$ cat config.mk
export PLATFORM = sky130hd
export DESIGN_NAME = pc_branch_unit
export DESIGN_NICKNAME = d
export VERILOG_FILES = /design/src/rtl/pc_branch_unit.sv
export SDC_FILE = /design/constraint.sdc
export NUM_CORES = 1
export LEC_CHECK = 0
export CAP_MARGIN = 20
export CORE_MARGIN = 3
export CORE_UTILIZATION = 58
export CTS_CLUSTER_DIAMETER = 60
export DETAILED_ROUTE_END_ITERATION = 7
export DONT_BUFFER_PORTS = 1
export GPL_ROUTABILITY_DRIVEN = 0
export PLACE_DENSITY = 0.74
export RECOVER_POWER = 50
export SYNTH_ARGS = -nofsm -noshare
export SYNTH_HDL_FRONTEND = slang
export SYNTH_SLANG_ARGS = --single-unit
$ cat constraint.sdc
create_clock -name clk -period 3.3 [get_ports clk]
set_clock_uncertainty 0.2 [all_clocks]
set_input_delay 0.33 -clock clk [delete_from_list [all_inputs] [get_ports clk]]
set_output_delay 0.33 -clock clk [all_outputs]
set_load 0.005 [all_outputs]
$ cat src/rtl/pc_branch_unit.sv
`timescale 1ns/1ps
`default_nettype none
// ============================================================================
// Module      : pc_branch_unit
// Description : Program counter with flag-driven branch decisions and a small
//               return-address stack for CALL/RET.
// Revision    : 1.0
// ============================================================================
module pc_branch_unit #(
    parameter int PC_WIDTH    = 8,
    parameter int STACK_DEPTH = 4
) (
    input  logic                clk,
    input  logic                pc_rst,
    input  logic                pc_en,
    input  logic [2:0]          pc_op,
    input  logic [PC_WIDTH-1:0] pc_target_in,
    input  logic                flag_c_in,
    input  logic                flag_z_in,
    input  logic                flag_b_in,
    output logic [PC_WIDTH-1:0] pc_out,
    output logic                pc_taken,
    output logic                stack_ovf,
    output logic                stack_unf
);

    localparam int c_IDX_W = $clog2(STACK_DEPTH);
    localparam int c_SP_W  = $clog2(STACK_DEPTH + 1);

    localparam logic [c_SP_W-1:0] c_SP_FULL = c_SP_W'(STACK_DEPTH);

    localparam logic [2:0] c_OP_INC  = 3'b000;
    localparam logic [2:0] c_OP_JMP  = 3'b001;
    localparam logic [2:0] c_OP_JC   = 3'b010;
    localparam logic [2:0] c_OP_JZ   = 3'b011;
    localparam logic [2:0] c_OP_JB   = 3'b100;
    localparam logic [2:0] c_OP_JNZ  = 3'b101;
    localparam logic [2:0] c_OP_CALL = 3'b110;
    localparam logic [2:0] c_OP_RET  = 3'b111;

    logic [PC_WIDTH-1:0] r_pc;
    logic                r_taken;
    logic                r_ovf;
    logic                r_unf;
    logic [c_SP_W-1:0]   r_sp;
    logic [PC_WIDTH-1:0] r_stack [STACK_DEPTH];

    logic [PC_WIDTH-1:0] w_pc_inc;
    logic [PC_WIDTH-1:0] w_next_pc;
    logic                w_taken;
    logic                w_push;
    logic                w_pop;
    logic                w_set_ovf;
    logic                w_set_unf;
    logic                w_full;
    logic                w_empty;
    logic [c_IDX_W-1:0]  w_push_idx;
    logic [c_IDX_W-1:0]  w_top_idx;

    // Pointer counts 0..STACK_DEPTH; it is also the slot index for the next push.
    assign w_pc_inc   = r_pc + 1'b1;
    assign w_full     = (r_sp == c_SP_FULL);
    assign w_empty    = (r_sp == '0);
    assign w_push_idx = r_sp[c_IDX_W-1:0];
    assign w_top_idx  = c_IDX_W'(r_sp - 1'b1);

    always_comb begin
        w_next_pc = w_pc_inc;
        w_taken   = 1'b0;
        w_push    = 1'b0;
        w_pop     = 1'b0;
        w_set_ovf = 1'b0;
        w_set_unf = 1'b0;
        case (pc_op)
            c_OP_INC: ;
            c_OP_JMP: begin
                w_next_pc = pc_target_in;
                w_taken   = 1'b1;
            end
            c_OP_JC: if (flag_c_in) begin
                w_next_pc = pc_target_in;
                w_taken   = 1'b1;
            end
            c_OP_JZ: if (flag_z_in) begin
                w_next_pc = pc_target_in;
                w_taken   = 1'b1;
            end
            c_OP_JB: if (flag_b_in) begin
                w_next_pc = pc_target_in;
                w_taken   = 1'b1;
            end
            c_OP_JNZ: if (!flag_z_in) begin
                w_next_pc = pc_target_in;
                w_taken   = 1'b1;
            end
            c_OP_CALL: begin
                if (!w_full) begin
                    w_next_pc = pc_target_in;
                    w_taken   = 1'b1;
                    w_push    = 1'b1;
                end else begin
                    w_set_ovf = 1'b1;
                end
            end
            c_OP_RET: begin
                if (!w_empty) begin
                    w_next_pc = r_stack[w_top_idx];
                    w_taken   = 1'b1;
                    w_pop     = 1'b1;
                end else begin
                    w_set_unf = 1'b1;
                end
            end
            default: ;
        endcase
    end

    always_ff @(posedge clk) begin
        if (!pc_rst) begin
            r_pc    <= '0;
            r_taken <= 1'b0;
            r_ovf   <= 1'b0;
            r_unf   <= 1'b0;
            r_sp    <= '0;
        end else if (pc_en) begin
            r_pc    <= w_next_pc;
            r_taken <= w_taken;
            if (w_set_ovf) r_ovf <= 1'b1;
            if (w_set_unf) r_unf <= 1'b1;
            if (w_push)
                r_sp <= r_sp + 1'b1;
            else if (w_pop)
                r_sp <= r_sp - 1'b1;
        end else begin
            r_taken <= 1'b0;
        end
    end

    // Stack storage carries no reset; emptiness is tracked solely by r_sp.
    always_ff @(posedge clk) begin
        if (pc_rst && pc_en && w_push)
            r_stack[w_push_idx] <= w_pc_inc;
    end

    assign pc_out    = r_pc;
    assign pc_taken  = r_taken;
    assign stack_ovf = r_ovf;
    assign stack_unf = r_unf;

endmodule
`default_nettype wire

# Word level (Yosys, flattened, before mapping)
# Memory sizes are Yosys's and may differ from the RTL's.
# Cells that the tools add are included.
dict set report classes {
  add_sub_neg 3
  n_eq_ne 8
  n_mux 24
  reduce_logical 8
}
# cell n
set ops {}
lappend ops {{$pmux W8 S7} 1}
lappend ops {{$mux W8} 6}
lappend ops {{$eq A3 B3 Y1 const B} 5}
lappend ops {{$mux W1} 14}
lappend ops {{$add A8 B1 Y8 const B} 1}
lappend ops {{$reduce_and A2 Y1} 4}
lappend ops {{$pmux W1 S7} 1}
lappend ops {{$eq A3 B2 Y1 const B} 2}
lappend ops {{$mux W3} 2}
lappend ops {{$add A3 B1 Y3 const B} 1}
lappend ops {{$eq A3 B1 Y1 const B} 1}
lappend ops {{$logic_not A3 Y1} 1}
lappend ops {{$sub A3 B1 Y3 const B} 1}
lappend ops {{$logic_and A1 B1 Y1} 2}
lappend ops {{$reduce_bool A2 Y1} 1}
dict set report totals {
  in_bits 17
  mem_count 1
  ram_bits 32
  reg_bits 14
  word_cells 49
  output_inout_bits 11
}
# memory words width read_ports rd_ports_with_merged_regs wr line
set memory_table {}
lappend memory_table {r_stack 4 8 1 0 1 46} ;# logic [PC_WIDTH-1:0] r_stack [STACK_DEPTH];

# Depth between registers and ports, before layout
dict set report depth {
  depth_word 6
  depth_mapped 8
  mapped_depth_nobuf 7
}

# Worst setup path before layout
# No wires, ideal clock.
dict set report synth_timing {
  path_type {register -> register}
  startpoint {register r_sp[0]}
  endpoint {register r_pc[0] (netlist: pc_out[0])}
  t_required_ns 2.976
  period_less_slack_ns 2.325
  n_path_buf 2
  slack_ns 0.975
  setup_time_ns 0.124
  stages_incl_launch_ff 9
  arrival_ns 2.002
  cell_sequence {dfxtp_1 > buf_6 > inv_1 > ha_1 > clkbuf_1 > mux4_2 > nand2b_1 > a222oi_1 > nor2_1}
}
dict set report synth_between {
  elab_chain_cells 4
  word_cells_on_any_way 7
  classes_between {add/sub (1); eq/ne (1); mux (3); reduce/logical (1); memory (1)}
}
# item line
set synth_rtl {}
lappend synth_rtl {{from (decl)} 45} ;# logic [c_SP_W-1:0] r_sp;
lappend synth_rtl {{from (signal assigned)} 131} ;# r_sp <= r_sp + 1'b1;
lappend synth_rtl {{from (signal assigned)} 133} ;# r_sp <= r_sp - 1'b1;
lappend synth_rtl {{$sub A3 B1 Y3} --}
lappend synth_rtl {{$mem_v2 Z4 W8} --}
lappend synth_rtl {{$mux W8} 106} ;# if (!w_empty) begin
lappend synth_rtl {{$pmux W8 S7 *} 74} ;# case (pc_op)
lappend synth_rtl {{to (signal assigned)} 126} ;# r_pc <= w_next_pc;
lappend synth_rtl {{to (decl)} 41} ;# logic [PC_WIDTH-1:0] r_pc;
# Mark *: on every way between the ends. The rest lies on a longest branch, timed or not.
# A chain may end at the register's enable or synchronous reset.

# Worst setup path in the final report
dict set report layout_timing {
  startpoint {input port pc_rst}
  endpoint {memory r_stack[1][1] (enable)}
}
dict set report layout_between {
  elab_chain_cells 4
}
# item line
set layout_rtl {}
lappend layout_rtl {{from (decl)} 14} ;# input logic pc_rst,
lappend layout_rtl {{$logic_and A1 B1 Y1 (2 in series)} 141} ;# if (pc_rst && pc_en && w_push)
lappend layout_rtl {{$mux W1} 141}
lappend layout_rtl {{$mux W1 (not written as such)} 142} ;# r_stack[w_push_idx] <= w_pc_inc;
lappend layout_rtl {{to (decl)} 46}
# No other way between the ends.

==> results.toml <==
[die]
die_h_um = 66.7
fp-row-count = 21
dieArea_sq_um = 4450
start_util_pct = 62.1
core_area_sq_um = 3440
dieWidth_um = 66.7
ios = 28

[yosys]
synth_most_common_cell = "edfxtp_1"
synth_area_leaders = "edfxtp_1 (45%), dfxtp_1 (13%), mux4_2 (8.4%)"
synth.top_cell.area_share_pct = 45.0
synthArstFlopShare_pct = 0
syn_area_per_cell_sq_um = 13.3
syn_nets = 184
synth_edf_count = 32
synthTopCellsByCount = "edfxtp_1 (32), dfxtp_1 (14), nand2_1 (11), nand2b_1 (11), nor2_1 (10)"
synth_ff_type = "edfxtp_1"
synth.distinct_cells = 33
synth_top_area_cell = "edfxtp_1"
ys_seq_area_share_pct = 58.1
syn_area_sq_um = 2140
ys_warn_count = 0
synth-seq-cells = 46
synthesis.instances = 161

[sta]
finalHoldViolations = 0
finalSetupViolations = 0
maxSlewViolCount = 0
worst_pin_slew_ns = 0.769
fin_crit_ns = 2.33
setup_tns_ns = 0
postLayoutSetupSlackWorst_ns = 0.969
maxSlewHeadroom_pct = 48.4
fin_crit_sh_pct = 70.6
rsz0062_at_grt = "false"
max_freq_ghz = 0.429

[drt]
wire_per_inst_um = 22.1
drt_iter0_drc = 188
drt_first_pass_iters = 8
routed_wirelength_um = 4820
wl_met2_um = 2430
vias_per_cell = 6.51
vias = 1420
ant_nets = 0
met3_length_um = 456
route.detailed.drc = 0
routed.top_layer = "met4"
wl_met1_um = 1860

[worst_setup_path]
cp-startpoint = "pc_rst"
critPathSlowestCell = "dlygate4sd3_1"
critPathTopFamily = "buffers and inverters"
slowest_delay_ns = 0.91
cp.arrival_ns = 2.07
endpoint = "r_stack[1][1]"
worstPathMaxFanout = 15
critPathCaptureType = "flip-flop"
reg2reg_from = "r_sp[1]"
cp_num_buf_inv = 1
rr_endpoint = "pc_out[5]"
crit_chain = "dlygate4sd3_1 > nand2_1 > nor2_1 > and2_1"
timing.reg2reg.setup_slack_ns = 1.02
r2r_cells = 6
worstSetupStartpointType = "input port"
crit_required_ns = 3.04
cp.depth = 4
worstSetupPathType = "in -> reg"

[hold_path]
min_path_type = "in -> reg"

[placement]
post_dp_cell_area_sq_um = 2160
place_ws_ns = 1.02
io_buffer_count = 0
hpwl_um = 3100

[clock_tree]
clk_root_buffer_cell = "clkbuf_8"
cts_setup_buffers = 0
clk_latency_ns = 0.31
cts_buffer_depth = 2
cts_buffers = 5
clk_pin_slew_ns = 0.08
h-tree-depth = 2
cts_sinks = 46
cts_tree = "yes"

[global_route]
grt_pass1_vias = 1518
antenna_found_initial = 0
overflow = 0
track_usage_pct = 25.6
grt_max_degree = 21
grt_pass1_wl_um = 8120

[power_and_ir_drop]
peakVddDrop_uv = 251
leakage_uw = 0.000795
finalPower_uw = 1180
p_per_area_nw_per_um2 = 503

[run_status]
status = "finished, final reports clean"

[finish]
final_nets = 194
stdcell_area_sq_um = 2350
areaGrowthSynthToFinish_pct = 9.95
layout-drive-gt1-share_pct = 10.5

[run]
maxCapViolCount = 0
state kept, by name, summed over array words and instances (netlist names):
name       flops
r_stack       32
pc_out         8
r_sp           3
pc_taken       1
stack_ovf      1
stack_unf      1
kinds of logic after synthesis:
kind of cell	synth area share, %
AOI/OAI and AO/OA	7.85
DFF	58.1
muxes	10.4
and+or+nand+nor	14.2
adders and majority gates	3.51
xor gates and xnor gates	3.69
buffers and inverters	2.28
cell type report:
class / count / area (sq um)
Multi-Input combinational cell: 106 / 847
Clock inverter: 2 / 33.8
Sequential cell: 46 / 1240
Tap cell: 46 / 57.6
Inverter: 3 / 11.3
Clock buffer: 5 / 68.8
Timing Repair Buffer: 9 / 87.6
Fill cell: 242 / 1090
Antenna cell: 1 / 2.50
how the worst min path moves through the flow:
stage,start,to,cells after the start
after CTS,pc_target_in[0],pc_out[0],2
final,pc_target_in[0],pc_out[0],2
after detailed placement,pc_rst,r_sp[0],1
after floorplan,stack_ovf,stack_ovf,2
after global routing,pc_target_in[0],pc_out[0],2
after global placement,pc_rst,r_sp[1],1
metrics by stage:
stage	hold slack, ns	cells	utilization, %
after floorplan	0.243	161	-
after global placement	0.254	202	62.9
after detailed placement	0.258	202	62.9
after CTS	0.000366	217	68.2
after global routing	0.0127	217	68.2
final	0.00556	218	68.3
power by group:
part,internal (uW),switching (uW),leakage (uW)
sequential,634,16.9,0.000408
combinational,54.9,65.6,0.000336
clock,219,191,0.0000517
layout by cell type, fill, tap and decap left out, types with 6 or more instances in the layout:
master,synthesis,layout
edfxtp_1,32,32
dfxtp_1,14,14
nand2_1,11,11
nand2b_1,11,11
nor2_1,10,10
o21ai_0,8,10
mux4_2,8,8
a222oi_1,8,8
dlygate4sd3_1,0,8
xnor2_1,6,6
and2_1,7,6
ha_1,6,6
timing repair:
action | CTS | global route
hold buffers | 8 | 0
resized for setup | 0 | 0
hold endpoints to repair | 14 | 0
layer usage:
layer,vias up,GRT usage (%)
met2,79,40.6
met5,-,0
met1,703,33.6
met4,0,10.2
li1,629,-
met3,9,6.75
Note: power is estimated with default switching activity, not from simulation.
